--- src/rtl/tt_scanner.sv ---
// Sequential truth-table scanner for a 4-input combinational function.
// It steps vec through 0..15, captures the response and compares it with a golden table.
module tt_scanner #(
  parameter int unsigned SETTLE   = 1,
  parameter logic [15:0] EXPECTED = 16'hF232
) (
  input  logic        clk,
  input  logic        rst,
  input  logic        start,
  input  logic        dut_f,
  output logic [3:0]  vec,
  output logic        busy,
  output logic        done,
  output logic [15:0] tt,
  output logic [4:0]  ones,
  output logic        mismatch,
  output logic [3:0]  first_fail
);

  localparam int unsigned CNT_W   = 3;
  localparam int unsigned VEC_W   = 4;
  localparam int unsigned ONES_W  = 5;
  localparam logic [CNT_W-1:0] SETTLE_MAX = CNT_W'(SETTLE);
  localparam logic [VEC_W-1:0] VEC_LAST   = VEC_W'(15);

  typedef enum logic [1:0] {
    S_IDLE,
    S_SCAN,
    S_DONE
  } state_t;

  state_t             state;
  logic [CNT_W-1:0]   settle_cnt;
  logic               fail_seen;

  // Scan controller: all outputs are registered alongside the state.
  always_ff @(posedge clk) begin
    if (rst) begin
      state      <= S_IDLE;
      settle_cnt <= '0;
      fail_seen  <= 1'b0;
      vec        <= '0;
      busy       <= 1'b0;
      done       <= 1'b0;
      tt         <= '0;
      ones       <= '0;
      mismatch   <= 1'b0;
      first_fail <= '0;
    end else begin
      done <= 1'b0;
      case (state)
        S_IDLE: begin
          if (start) begin
            state      <= S_SCAN;
            settle_cnt <= '0;
            fail_seen  <= 1'b0;
            vec        <= '0;
            busy       <= 1'b1;
            tt         <= '0;
            ones       <= '0;
            mismatch   <= 1'b0;
            first_fail <= '0;
          end
        end

        S_SCAN: begin
          if (settle_cnt < SETTLE_MAX) begin
            settle_cnt <= settle_cnt + CNT_W'(1);
          end else begin
            tt[vec] <= dut_f;
            if (dut_f) begin
              ones <= ones + ONES_W'(1);
            end
            // Only the lowest failing vector is recorded.
            if ((dut_f != EXPECTED[vec]) && !fail_seen) begin
              first_fail <= vec;
              mismatch   <= 1'b1;
              fail_seen  <= 1'b1;
            end
            if (vec != VEC_LAST) begin
              vec        <= vec + VEC_W'(1);
              settle_cnt <= '0;
            end else begin
              state <= S_DONE;
              busy  <= 1'b0;
              done  <= 1'b1;
            end
          end
        end

        S_DONE: begin
          state <= S_IDLE;
        end

        default: begin
          state <= S_IDLE;
        end
      endcase
    end
  end

endmodule

--- config.mk ---
export PLATFORM = sky130hd
export DESIGN_NAME = tt_scanner
export DESIGN_NICKNAME = d
export VERILOG_FILES = /design/src/rtl/tt_scanner.sv
export SDC_FILE = /design/constraint.sdc
export NUM_CORES = 1
export LEC_CHECK = 0
export CELL_PAD_IN_SITES_DETAIL_PLACEMENT = 0
export CELL_PAD_IN_SITES_GLOBAL_PLACEMENT = 1
export CORE_MARGIN = 3
export CORE_UTILIZATION = 37
export CTS_BUF_LIST = sky130_fd_sc_hd__clkbuf_16
export CTS_CLUSTER_DIAMETER = 200
export DETAILED_ROUTE_END_ITERATION = 6
export PLACE_DENSITY_LB_ADDON = 0.05
export SLEW_MARGIN = 20
export SYNTH_ARGS = -nofsm -noshare
export SYNTH_HDL_FRONTEND = slang
export SYNTH_SLANG_ARGS = --single-unit
--- constraint.sdc ---
create_clock -name clk -period 2.6 [get_ports clk]
set_clock_uncertainty 0.2 [all_clocks]
set_input_delay 0.52 -clock clk [delete_from_list [all_inputs] [get_ports clk]]
set_output_delay 0.52 -clock clk [all_outputs]
set_load 0.05 [all_outputs]
==> results.yml, run 1 <==
power:
  pwr_density_cell_nw_per_um2: 572
  finalPower_mw: 1.34
  ir_worst_vdd_mv: 0.395
  leakage_nw: 0.815
synth:
  synth.top_cell.area_share_pct: 41.8
  synth_edf_count: 0
  async_flop_share_pct: 0
  yosysSeqAreaShare_pct: 41.8
  yosys.area.top_type: "dfxtp_1"
  syn-cell-area_um2: 1820
  synth_area_per_cell_um2: 8.24
  syn_inst: 221
  syn-num-nets: 231
  synthFlopType: "dfxtp_1"
  ys_top_cells_by_area: "dfxtp_1 42%, a21oi_1 12%, o21ai_0 6.3%, nand3_1 4.9%, ha_1 4.1%"
  yosys_warnings: 0
  yosysUniqueCellTypes: 43
  synth_seq_cells: 38
detailed_routing:
  vias_per_cell: 5.42
  ant_nets: 0
  firstDrtPassIters: 4
  num_vias: 1707
  drcViolationCount: 0
  detail_route.wirelength_um: 4570
  avgRoutedWirePerCell_um: 14.5
  drtIter0Drc: 89
setup_path:
  critPathLaunch: "vec[3]"
  critPathTopFamily: "buffers and inverters"
  r2r_start: "state[0]"
  rrSetupSlack_ns: 0.38
  slowest_stage: "clkdlybuf4s50_1"
  critPathLaunchType: "flip-flop"
  crit_buf_inv: 1
  cp-end-kind: "primary output"
  crit_chain: "clkdlybuf4s50_1"
  crit_arrival_ns: 1.66
  critPathMaxStageDelay_ns: 0.87
  crit_fanout: 10
  crit_type: "reg2out"
  cp.required_ns: 1.88
floorplanning:
  num_rows: 24
  die_y_um: 76.1
  dieArea_um2: 5800
  pin_count: 36
  initial_core_util_pct: 39.9
  die_w_um: 76.1
  core-area_um2: 4560
timing:
  finalSetupViolations: 0
  tightestPinTransition_ns: 0.703
  relSlewSlack_pct: 52.8
  final.setup.tns_ns: 0
  finalHoldViolCount: 0
  fin_ws_ns: 0.222
  fmax_ghz: 0.421
  period_share_pct: 91.4
  rsz0062_at_grt: "false"
  worst_hold_slack_ns: 0.259
  drv_slew: 0
  min_period_ns: 2.38
hold_path:
  hp-start: "tt[15]"
  hold_path_class: "reg2reg"
clocking:
  cts_buffers: 5
  cts_resized: 0
  root_buffer: "clkbuf_16"
  tritoncts: "yes"
  cts_sinks: 38
  clkTransAtPathRegs_ns: 0.06
  insertion_delay_ns: 0.27
  h-tree-depth: 2
  clock_path_buffers: 2
  cts-hold-fix-buffers: 0
  postCtsSetupBuffers: 0
global_routing:
  grt_pass1_wl_um: 7780
  overflow: 0
  grt_pass1_vias: 1640
  antenna_found_initial: 0
  grt_max_degree: 26
  grt_usage_pct: 16.1
placement:
  dpl.hpwl_um: 3220
  dp_worst_setup_slack_ns: 0.267
  finalWeightedCongestion: 0.817
  io_buffer_count: 35
run_status:
  outcome: "complete, no violations"
final_layout:
  antenna_cells: 0
  fin_nets: 259
  synthToLayoutAreaGrowth_pct: 29.1
  drive_gt1_share_pct: 8.40
job:
  maxCapViolations: 0
layout by cell type (no fill, tap or decap), types with 4 or more instances in the layout:
master,netlist,layout
a21oi_1,42,42
buf_4,1,10
clkbuf_16,0,5
clkdlybuf4s50_1,0,35
dfxtp_1,38,38
ha_1,6,6
nand2_1,7,7
nand3_1,18,18
nand4_1,7,7
nor2_1,10,10
o21ai_0,23,23
or3_1,4,4
synth_stat cells (all sizes together), types with 2 or more instances:
cell type / count
a21oi: 42
dfxtp: 38
o21ai: 23
nand3: 18
buf: 12
clkbuf: 12
nor2: 10
nand2: 7
nand4: 7
ha: 6
or3: 4
inv: 3
mux2i: 3
nor2b: 3
nor4: 3
a22oi: 2
a32oi: 2
and2: 2
nand2b: 2
nand3b: 2
nor3: 2
or2b: 2
state kept, by name (all words and copies together), names as in the netlist, named ones only:
name	cells
first_fail	4
ones	5
settle_cnt	3
state	2
fail_seen	1
done	1
busy	1
vec	4
tt	16
layout make-up:
cell class	count	area (um^2)
clock inverters	3	11.3
well taps	65	81.3
repair buffers	45	425
flip-flops and latches	38	761
clock buffers	5	125
inverters	3	11.3
fillers	453	2210
multi-input cells	156	935
worst paths after layout:
path	end	depth (start not counted)
worst min-delay path	tt[15]	2
worst min register to register	tt[15]	2
worst max-delay path	vec[3]	1
worst max register to register	flip-flop	4
per-layer routing:
| layer | GRT usage (%) | wire length (um) | up-vias |
|---|---|---|---|
| li1 | - | - | 852 |
| met1 | 21.3 | 2270 | 797 |
| met2 | 26.4 | 2020 | 49 |
| met3 | 3.07 | 212 | 9 |
| met4 | 5.43 | 73 | 0 |
| met5 | 0 | 0 | - |
stage by stage:
stage,instance area (um^2),utilization (%),cells
finish,2350,51.5,315
global placement,2210,48.5,307
global route,2350,51.5,315
detailed placement,2210,48.5,307
floorplan,1820,-,221
CTS,2350,51.5,315
power breakdown:
part,internal [mW],total (mW),switching [mW]
Combinational,0.0597,0.175,0.115
Clock,0.345,0.567,0.222
Sequential,0.593,0.603,0.00956
tightest hold or removal path: cells and delay by family (launching register included):
| kind | cells | cell delay, ns |
|---|---|---|
| flops | 1 | 0.31 |
| simple gates | 1 | 0.05 |
| compound gates | 1 | 0.05 |
cell families (layout without fill, tap and decap cells):
group	after synthesis	count (layout)	synth area share [%]
xor+xnor	2	2	0.962
simple gates	68	68	20.6
compound gates	76	76	23.4
buf+inv	27	56	6.87
fa+ha+maj	6	6	4.12
mux	4	4	2.27
flops	38	38	41.8
Power figures use the tool's default switching activity.
==> run 2: changes to the inputs <==
--- a/config.mk
+++ b/config.mk
@@ -5,6 +5,7 @@
 export SDC_FILE = /design/constraint.sdc
 export NUM_CORES = 1
 export LEC_CHECK = 0
+export CAP_MARGIN = 10
 export CELL_PAD_IN_SITES_DETAIL_PLACEMENT = 0
 export CELL_PAD_IN_SITES_GLOBAL_PLACEMENT = 1
 export CORE_MARGIN = 3
==> results of run 2 <==
Same layout as run 1: the final DEF is identical, and so are final timing and power.
==> run 3: changes to the inputs <==
--- a/config.mk
+++ b/config.mk
@@ -5,13 +5,12 @@
 export SDC_FILE = /design/constraint.sdc
 export NUM_CORES = 1
 export LEC_CHECK = 0
-export CAP_MARGIN = 10
+export CAP_MARGIN = 15
 export CELL_PAD_IN_SITES_DETAIL_PLACEMENT = 0
 export CELL_PAD_IN_SITES_GLOBAL_PLACEMENT = 1
 export CORE_MARGIN = 3
 export CORE_UTILIZATION = 37
 export CTS_BUF_LIST = sky130_fd_sc_hd__clkbuf_16
-export CTS_CLUSTER_DIAMETER = 200
 export DETAILED_ROUTE_END_ITERATION = 6
 export PLACE_DENSITY_LB_ADDON = 0.05
 export SLEW_MARGIN = 20
==> results of run 3 <==
Same layout as run 1: the final DEF is identical, and so are final timing and power.
